===== src/rtl/ifu_line_fetcher.sv =====
// Instruction-fetch line requester: owns the sequential fetch PC, issues 64-byte line reads
// to the memory arbiter and hands returned lines to the ibuffer, discarding redirect-stale lines.
module ifu_line_fetcher #(
  parameter int                 ADDR_W   = 64,
  parameter int                 LINE_W   = 512,
  parameter logic [ADDR_W-1:0]  RESET_PC = 'h8000_0000
) (
  input  logic              clk,
  input  logic              rst_n,
  input  logic              fetch_req,
  input  logic              redirect_valid,
  input  logic [ADDR_W-1:0] redirect_pc,
  output logic              mem_req_valid,
  input  logic              mem_req_ready,
  output logic [ADDR_W-1:0] mem_req_addr,
  input  logic              mem_resp_valid,
  input  logic [LINE_W-1:0] mem_resp_data,
  output logic              line_valid,
  output logic [LINE_W-1:0] line_data,
  output logic [3:0]        line_offset,
  output logic              busy
);
  localparam int                LB         = $clog2(LINE_W / 8);
  localparam logic [ADDR_W-1:0] LINE_BYTES = ADDR_W'(LINE_W / 8);
  localparam logic [ADDR_W-1:0] LINE_MASK  = ~(LINE_BYTES - 1'b1);

  typedef enum logic [1:0] {IDLE, REQ, WAIT, DROP} state_t;

  state_t              state_q, state_d;
  logic [ADDR_W-1:0]   pc_q, pc_d, addr_q;
  logic [3:0]          off_q, off_d, loff_q;
  logic                pend_q, pend_d, stale_q, stale_d, boot_q;
  logic                lv_q, deliver, accept, load_addr;
  logic [LINE_W-1:0]   data_q;

  assign accept        = (state_q == REQ) && mem_req_ready;
  assign mem_req_valid = (state_q == REQ);
  assign mem_req_addr  = addr_q;
  assign line_valid    = lv_q;
  assign line_data     = data_q;
  assign line_offset   = loff_q;
  assign busy          = (state_q != IDLE);

  always_comb begin
    state_d = state_q;
    pc_d    = pc_q;
    off_d   = off_q;
    pend_d  = pend_q;
    stale_d = stale_q;
    deliver = 1'b0;
    case (state_q)
      IDLE: if (boot_q || fetch_req) state_d = REQ;
      REQ: begin
        if (fetch_req) pend_d = 1'b1;
        if (accept) begin
          state_d = stale_q ? DROP : WAIT;
          stale_d = 1'b0;
        end
      end
      WAIT: begin
        if (fetch_req) pend_d = 1'b1;
        if (mem_resp_valid) begin
          deliver = 1'b1;
          pc_d    = pc_q + LINE_BYTES;
          off_d   = 4'd0;
          state_d = (pend_q || fetch_req) ? REQ : IDLE;
          pend_d  = 1'b0;
        end
      end
      DROP: begin
        if (fetch_req) pend_d = 1'b1;
        if (mem_resp_valid) state_d = REQ;
      end
      default: state_d = IDLE;
    endcase
    // Redirect overrides everything above; a request already on the wire keeps its old
    // address and its response is thrown away in DROP.
    if (redirect_valid) begin
      pc_d    = redirect_pc & LINE_MASK;
      off_d   = 4'(redirect_pc[LB-1:2]);
      pend_d  = 1'b0;
      deliver = 1'b0;
      case (state_q)
        IDLE: state_d = REQ;
        REQ: begin
          if (accept) begin
            state_d = DROP;
            stale_d = 1'b0;
          end else begin
            stale_d = 1'b1;
          end
        end
        WAIT:    state_d = mem_resp_valid ? REQ : DROP;
        DROP:    state_d = mem_resp_valid ? REQ : DROP;
        default: state_d = REQ;
      endcase
    end
  end

  assign load_addr = (state_d == REQ) && (state_q != REQ);

  always_ff @(posedge clk or negedge rst_n) begin
    if (!rst_n) begin
      state_q <= IDLE;
      boot_q  <= 1'b1;
      pc_q    <= RESET_PC & LINE_MASK;
      off_q   <= 4'(RESET_PC[LB-1:2]);
      pend_q  <= 1'b0;
      stale_q <= 1'b0;
      addr_q  <= '0;
      lv_q    <= 1'b0;
      data_q  <= '0;
      loff_q  <= 4'd0;
    end else begin
      state_q <= state_d;
      boot_q  <= 1'b0;
      pc_q    <= pc_d;
      off_q   <= off_d;
      pend_q  <= pend_d;
      stale_q <= stale_d;
      lv_q    <= deliver;
      if (load_addr) addr_q <= pc_d;
      if (deliver) begin
        data_q <= mem_resp_data;
        loff_q <= off_q;
      end
    end
  end
endmodule


===== config.mk =====
export PLATFORM = sky130hd
export DESIGN_NAME = ifu_line_fetcher
export DESIGN_NICKNAME = d
export VERILOG_FILES = /design/src/rtl/ifu_line_fetcher.sv
export SDC_FILE = /design/constraint.sdc
export NUM_CORES = 1
export LEC_CHECK = 0
export ABC_CLOCK_PERIOD_IN_PS = 2210
export CAP_MARGIN = 20
export CORE_AREA = 8 8 453 455
export CTS_CLUSTER_SIZE = 40
export DETAILED_ROUTE_END_ITERATION = 6
export DIE_AREA = 0 0 461 463
export MAX_ROUTING_LAYER = met4
export PLACE_DENSITY_LB_ADDON = 0.08
export SLEW_MARGIN = 0
export SYNTH_ARGS = -nofsm -noshare
export SYNTH_HDL_FRONTEND = slang
export SYNTH_SLANG_ARGS = --single-unit

===== constraint.sdc =====
create_clock -name clk -period 2.21 [get_ports clk]
set_input_delay 0.221 -clock clk [delete_from_list [all_inputs] [get_ports clk]]
set_output_delay 0.221 -clock clk [all_outputs]
set_load 0.03 [all_outputs]

==> results.md, run 1 <==
- Combinational Power Share: 0.459
- DR WL met2: 75000 um
- Worst path depth: 9
- Max Cap Viol: 0
- Post-synth EDFFs: 0
- Count of cell types in the netlist: 54
- Worst Tran Pin Value: 0.611 ns
- Fill count: 21106
- Antenna violations before repair: 85
- Vias/cell: 3.48
- CP Buf/Inv Count: 2
- VDD IR max: 631 uV
- First-pass GRT wire length: 202000 um
- Internal power: 0.0396 W
- Via count: 20852
- Area of the multi-input gates: 9570 sq um
- Mapped Area: 25800 sq um
- Final setup TNS: -1.12 ns
- Met3 WL: 15900 um
- Flop pwr share: 0.302
- Initial DRC count: 833
- CP top delay family: simple AND/OR/NAND/NOR gates
- R2r worst-path depth: 9
- # clock sinks: 654
- Total wire length: 148000 um
- Net Switching: 0.0264 W
- Root Driver: clkbuf_16
- Final worst path period share: 1.04
- Pwr per Cell Area: 1400 nW/um^2
- Die width: 461 um
- Pins Over Slew Limit: 0
- Worst Slack Setup Final: -0.0955 ns
- Hold Vio Cnt, Final: 0
- Post-synth ARST share: 1.00
- Cell mode on critical path: buf_6
- Die Ht: 463 um
- CP max stage delay: 0.41 ns
- Clk slew on worst S/H paths: 0.06 ns
- Critical path required time: 2.79 ns
- Vias in the first global route: 22887
- Antenna-violating nets left: 0
- Die ar.: 213000 sq um
- Fin area: 47000 sq um
- Crit-path max FO: 5
- Arr. time, crit path: 2.88 ns
- Status: finished, violations left
- Skew final: 0.0298 ns
- DRC violations left: 0
- M1 wire length: 55000 um
- Dpl hpwl: 121000 um
- CP endpoint kind: flop
- Net Count, Synth: 2331
- Gr usage total: 0.137
- #FFs+latches synth: 654
- Core area: 198000 sq um
- Switching part of the total power: 0.400
- Cells after synthesis: 1748
- Worst-Skew Late Latency: 0.71 ns
- Htree depth: 3
- Lkg Pwr: 20.0 nW
- Failing checks: setup timing
- Initial Utilization: 0.130
- Ys Warns: 0
- Boundary Pins: 1165
- Routed wire length per instance: 24.8 um
- CP Launch Type: flop
- Synth-to-Final Area Change: 82.3%
- # port buffers: 1162
- Synth area leaders: dfrtp_1 63%, mux2_2 25%, nand2_1 1.3%
- Syn avg cell area: 14.8 sq um
- Clk pwr share: 0.238
- Fmax: 0.434 GHz
- Post-synthesis sequential area ratio: 0.635
- Sequential Area: 16400 sq um
- RePlAce Congestion: 0.792
- Post-DP Area: 42500 sq um
- Max clock buf depth: 3
- Ys flop type: dfrtp_1
- Hold Path Depth: 3
- Worst-path cell chain: ha_4, nand3_4, buf_6, nor4_4, buf_6, nand4_1, xnor2_1, mux2_4, mux2_2
- Share of the synthesized area in the top cell type: 0.633
- Cts bufs inserted: 95
- CTS tree: yes
- Slew headroom: 0.594
- Synth area leader: dfrtp_1
- Largest net degree at the start of global routing: 75
- RSZ-0062 raised after global routing: yes
- Cell Rows: 164
- Drt pass-1 iters: 7
- Final setup violation count: 24
- Min-Delay Path Class: input port to flop
- Final worst path period need: 2.31 ns
- Worst slack at placement: -0.464 ns
- Total Nets Final: 3781
- Grt ovf: 0
- Critical setup path kind: flop to flop
- Share of layout cells above drive strength 1: 0.336
- Slowest cell on the critical path: dfrtp_1
- Top sig layer: met4
## kinds of logic after synthesis
family	Yosys count	synth area share
muxes	580	0.253
other	1	0.000145
adders and majority gates	1	0.000485
AOI/OAI and AO/OA	75	0.0181
buffers and inverters	96	0.0169
DFF	654	0.635
xor gates and xnor gates	42	0.0143
and+or+nand+nor	299	0.0627
## routing by layer
metal | vias up | GRT usage
met1 | 10595 | 0.143
met2 | 838 | 0.238
met4 | 0 | 0.0246
met5 | - | -
met3 | 168 | 0.0665
li1 | 9251 | -
## per-stage QoR
step / instances / total power [W] / hold WS, ns / utilization
after floorplan: 1748 / 0.0344 / -0.0746 / -
after global placement: 5707 / 0.0512 / 0.240 / 0.214
after detailed placement: 5707 / 0.0513 / 0.231 / 0.214
after CTS: 5918 / 0.0676 / 0.00408 / 0.234
after global routing: 5980 / 0.0694 / 0.0336 / 0.237
final: 5988 / 0.0660 / 0.117 / 0.237
## synth_stat cells (4+ instances only)
cell	instances
a21oi_1	4
and3_1	10
buf_2	51
clkbuf_1	31
dfrtp_1	652
inv_1	8
mux2_2	570
mux2i_1	8
nand2_1	86
nand3_1	29
nand4_1	41
nor2_1	55
nor2b_1	10
nor3_1	20
nor4_1	16
o211ai_1	6
o21ai_0	39
o31ai_1	13
or4_1	5
xnor2_1	20
xor2_1	22
## cell type report
class | count | area share
Multi-Input combinational cell | 998 | 0.204
Clock inverter | 32 | 0.00828
Timing Repair Buffer | 1441 | 0.306
Tap cell | 2656 | 0.0707
Inverter | 8 | 0.000719
Antenna cell | 55 | 0.00293
Clock buffer | 144 | 0.0597
Sequential cell | 654 | 0.349
## flip-flops by register name, indices dropped and copies added, names as in the netlist, named ones only
signal,count
boot_q,1
pend_q,1
mem_req_addr,64
line_valid,1
line_data,512
state_q,2
off_q,4
pc_q,64
line_offset,4
## worst min-delay path: stages
cell and delay, ns:
clkdlybuf4s50_1 0.40, nand2_1 0.08, nand2_1 0.05
## power groups by stage
stage	logic (W)	clock network, W	registers [W]
after global routing	0.0317	0.0170	0.0207
after floorplan	0.00507	0	0.0293
final	0.0303	0.0157	0.0200
after detailed placement	0.0310	0	0.0203
after global placement	0.0310	0	0.0202
after CTS	0.0309	0.0165	0.0201
## cells in the final DEF (no fill, tap or decap), types with 7 or more instances in the layout
cell and instances:
mux2_2 556, clkbuf_16 103, nand3_2 9, nand4_1 41, o31ai_1 8, clkbuf_8 14
dfrtp_2 14, o21ai_0 20, nand2_1 81, nand3_1 17, buf_12 34, buf_4 211
clkbuf_1 30, diode_2 55, inv_1 7, clkinv_2 18, xnor2_1 17, nor3_1 12
nor2b_1 10, xor2_1 18, mux2_4 14, dlymetal6s2s_1 13, nor4_4 9, dfrtp_1 638
buf_6 24, and3_1 8, dlygate4sd2_1 51, clkdlybuf4s50_1 1092, nor2_1 49, o21ai_1 13
mux2i_1 7, bufinv_16 8
## what timing repair did
action                                 in CTS  in global routing
setup endpoints to repair                 302                146
setup buffers                              28                 17
gates resized for setup                   133                108
cloned                                      2                  3
pin swaps                                  40                 53
endpoints found under the hold margin     269                  0
hold buffers                                6                  0
## worst paths after layout
kind | from | to | slack, ns
setup / recovery | pc_q[7] | mem_req_addr[50] | -0.1
hold / removal | redirect_pc[62] | pc_q[62] | 0.12
setup reg to reg | pc_q[7] | mem_req_addr[50] | -0.1
hold reg to reg | mem_req_addr[39] | mem_req_addr[39] | 0.49
max in group asynchronous | rst_n | line_data[452] | 0.64
min in group asynchronous | rst_n | mem_req_addr[26] | 0.60
Power figures use the tool's default switching activity.
==> run 2, diff against run 1 <==
--- a/config.mk
+++ b/config.mk
@@ -5,13 +5,14 @@
 export SDC_FILE = /design/constraint.sdc
 export NUM_CORES = 1
 export LEC_CHECK = 0
+export ABC_AREA = 1
 export ABC_CLOCK_PERIOD_IN_PS = 2210
 export CAP_MARGIN = 20
-export CORE_AREA = 8 8 453 455
+export CORE_AREA = 8 8 445 447
+export CTS_CLUSTER_DIAMETER = 200
 export CTS_CLUSTER_SIZE = 40
 export DETAILED_ROUTE_END_ITERATION = 6
-export DIE_AREA = 0 0 461 463
-export MAX_ROUTING_LAYER = met4
+export DIE_AREA = 0 0 453 455
 export PLACE_DENSITY_LB_ADDON = 0.08
 export SLEW_MARGIN = 0
 export SYNTH_ARGS = -nofsm -noshare
==> results.md, run 2 <==
- Status: complete, no violations (was finished, violations left)
- Root Driver: clkbuf_16 (unchanged)
- Pwr per Cell Area: 1230 nW/um^2 (was 1400 nW/um^2)
- Non-filler cells, final: 5855 (was 5988)
- Post-synthesis sequential area ratio: 0.621 (was 0.635)
- DRC violations left: 0 (unchanged)
- CP Buf/Inv Count: 1 (was 2)
- Cell Rows: 161 (was 164)
- Grt ovf: 0 (unchanged)
- Max FFs per register: 512 (unchanged)
- Worst Tran Pin Value: 0.643 ns (was 0.611 ns)
- First-pass GRT wire length: 197000 um (was 202000 um)
- Htree depth: 1 (was 3)
- Vias/cell: 3.48 (about the same)
- Share of the synthesized area in the top cell type: 0.619 (was 0.633)
- Worst-Skew Late Latency: 0.68 ns (was 0.71 ns)
- Slowest cell on the critical path: clkdlybuf4s50_1 (was dfrtp_1)
- Vias in the first global route: 22426 (was 22887)
- Boundary Pins: 1165 (unchanged)
- Skew final: 0.0382 ns (was 0.0298 ns)
- Crit-path max FO: 2 (was 5)
- Hold_ws: 0.0775 ns (was 0.117 ns)
- VDD IR max: 641 uV (was 631 uV)
- Die width: 453 um (was 461 um)
- Die ar.: 206000 sq um (was 213000 sq um)
- Reg2Reg Setup Slack: 0.17 ns (was -0.1 ns)
- Clk slew on worst S/H paths: 0.18 ns (was 0.06 ns)
- Reg2Reg Launch Point: state_q[0] (was pc_q[7])
- Ys Warns: 0 (unchanged)
- Cells after synthesis: 2062 (was 1748)
- Critical path required time: 1.99 ns (was 2.79 ns)
- Max clock buf depth: 3 (unchanged)
- Syn avg cell area: 12.8 sq um (was 14.8 sq um)
- Antenna violations before repair: 74 (was 85)
- Mapped Area: 26300 sq um (was 25800 sq um)
- CP endpoint kind: output port (was flop)
- Count of cell types in the netlist: 39 (was 54)
- Drt pass-1 iters: 4 (was 7)
- Hold Vio Cnt, Final: 0 (unchanged)
- #FFs+latches synth: 654 (unchanged)
- Slew headroom: 0.571 (was 0.594)
- Post-synth EDFFs: 0 (unchanged)
- Commonest cells post-synth: 652 x dfrtp_1, 416 x mux2_2, 370 x nand2_1 (was 652 x dfrtp_1, 570 x mux2_2, 86 x nand2_1)
- Final worst path period share: 0.959 (was 1.04)
- Worst Slack Setup Final: 0.0910 ns (was -0.0955 ns)
- Final worst path period need: 2.12 ns (was 2.31 ns)
- Cts bufs inserted: 21 (was 95)
- Min-Delay Path Class: input port to flop (unchanged)
- Max Cap Viol: 0 (unchanged)
- Dpl hpwl: 122000 um (was 121000 um)
- Arr. time, crit path: 1.90 ns (was 2.88 ns)
- Via count: 20365 (was 20852)
- Critical setup path kind: flop to output port (was flop to flop)
- Top-count cell post-synth: dfrtp_1 (unchanged)
- Post-synth ARST share: 1.00 (unchanged)
- Antenna-violating nets left: 0 (unchanged)
- Final setup violation count: 0 (was 24)
- CTS tree: yes (unchanged)
- Ys flop type: dfrtp_1 (unchanged)
- Synth area leader: dfrtp_1 (unchanged)
- Fmax: 0.472 GHz (was 0.434 GHz)
- Min-delay src: redirect_pc[4] (was redirect_pc[62])
- Worst-path cell chain: clkdlybuf4s50_1 (was ha_4, nand3_4, buf_6, nor4_4, buf_6, nand4_1, xnor2_1, mux2_4, mux2_2)
- Initial DRC count: 592 (was 833)
- CP max stage delay: 0.82 ns (was 0.41 ns)
- Gr usage total: 0.136 (was 0.137)
- Synth-to-Final Area Change: 62.9% (was 82.3%)
- Worst slack at placement: -0.167 ns (was -0.464 ns)
- Lkg Pwr: 18.4 nW (was 20.0 nW)
- Die Ht: 455 um (was 463 um)
- RePlAce Congestion: 0.791 (was 0.792)
- Synth area leaders: dfrtp_1 62%, mux2_2 18%, nand2_1 5.3% (was dfrtp_1 63%, mux2_2 25%, nand2_1 1.3%)
- Share of layout cells above drive strength 1: 0.195 (was 0.336)
- RSZ-0062 raised after global routing: no (was yes)
- Largest net degree at the start of global routing: 85 (was 75)
- Placed Cells: 5805 (was 5707)
- Total power: 0.0527 W (was 0.0660 W)
- Routed wire length per instance: 25.1 um (was 24.8 um)
- Most frequent cells in the layout: 1091 x clkdlybuf4s50_1, 652 x dfrtp_1, 416 x mux2_2 (was 1092 x clkdlybuf4s50_1, 638 x dfrtp_1, 556 x mux2_2)
- CP Launch Type: flop (unchanged)
- Pins Over Slew Limit: 0 (unchanged)
- Initial Utilization: 0.138 (was 0.130)
- # port buffers: 1162 (unchanged)
- Commonest non-fill, non-tap cell in the layout: clkdlybuf4s50_1 (unchanged)
- CP top delay family: buffers and inverters (was simple AND/OR/NAND/NOR gates)
- Total wire length: 147000 um (was 148000 um)
- # clock sinks: 654 (unchanged)
- CP startpoint: line_data[108] (was pc_q[7])
- Net Count, Synth: 2645 (was 2331)
- Total Nets Final: 3890 (was 3781)
- Core area: 191000 sq um (was 198000 sq um)
## run 2: cell types whose count changed after synthesis, moves of 16 or more
cell      change
mux2_1       +98
nand3_1      +51
nand4_1      -24
inv_1        +61
nor3_1       -16
nand2_1     +284
o21ai_1      +17
nor4_1       -16
o21ai_0      -27
mux2_2      -154
or2_2        +18
clkbuf_1     -16
nor2_1       +51
## run 2: area by class of cell
cell class,instances,area [sq um]
repair buffers,1309,13200
diodes,14,35.0
multi-input cells,1248,9250
clock buffers,26,554
inverters,73,278
well taps,2526,3160
fillers,20586,148000
clock inverters,5,83.8
flip-flops and latches,654,16400
## run 2: cell families after synthesis
family	share of synthesized area
muxes	0.221
adders and majority gates	0.000475
DFF	0.621
and+or+nand+nor	0.106
buffers and inverters	0.0292
xor gates and xnor gates	0.00765
other	0.000142
AOI/OAI and AO/OA	0.0144
## run 2: layer usage
layer	wire, um	GRT usage	part of all wire	vias to the layer above
li1	-	-	-	9376
met1	52300	0.142	0.36	10164
met2	82100	0.270	0.56	630
met3	10400	0.0437	0.070	159
met4	2270	0.0147	0.015	36
met5	235	0	0.0016	-
## run 2: timing repair
item | CTS | global route
endpoints found under the setup margin | 66 | 46
hold buffers | 5 | 0
gates resized for setup | 69 | 12
buffers inserted | 0 | 0
pin swaps | 0 | 0
endpoints found under the hold margin | 510 | 0
## run 2: power by group
| group | total, W | internal (W) | switching, W |
|---|---|---|---|
| clock network | 0.00638 | 0.00189 | 0.00449 |
| registers | 0.0189 | 0.0164 | 0.00246 |
| logic | 0.0274 | 0.0111 | 0.0163 |
| total | 0.0527 | 0.0294 | 0.0232 |
## run 2: path summary, 6_finish.rpt
path	to	cells after the start
hold / removal	off_q[2]	3
setup / recovery	line_data[108]	1
setup reg to reg	line_data[102]	7
max in group asynchronous	line_data[218]	4
hold reg to reg	pc_q[4]	2
min in group asynchronous	line_data[479]	3
## run 2: per-stage QoR
stage	cell area [sq um]	utilization	TNS, ns
after floorplan	26300	-	0
final	42900	0.224	0
after global placement	42200	0.221	-27.77
after CTS	42800	0.224	0
after global routing	42900	0.224	0
after detailed placement	42200	0.221	-35.48
==> run 3, diff against run 2 <==
--- a/config.mk
+++ b/config.mk
@@ -18,3 +18,4 @@
 export SYNTH_ARGS = -nofsm -noshare
 export SYNTH_HDL_FRONTEND = slang
 export SYNTH_SLANG_ARGS = --single-unit
+export TNS_END_PERCENT = 30
==> results of run 3 <==
No change in the layout: final DEF, timing and power equal those of run 2.
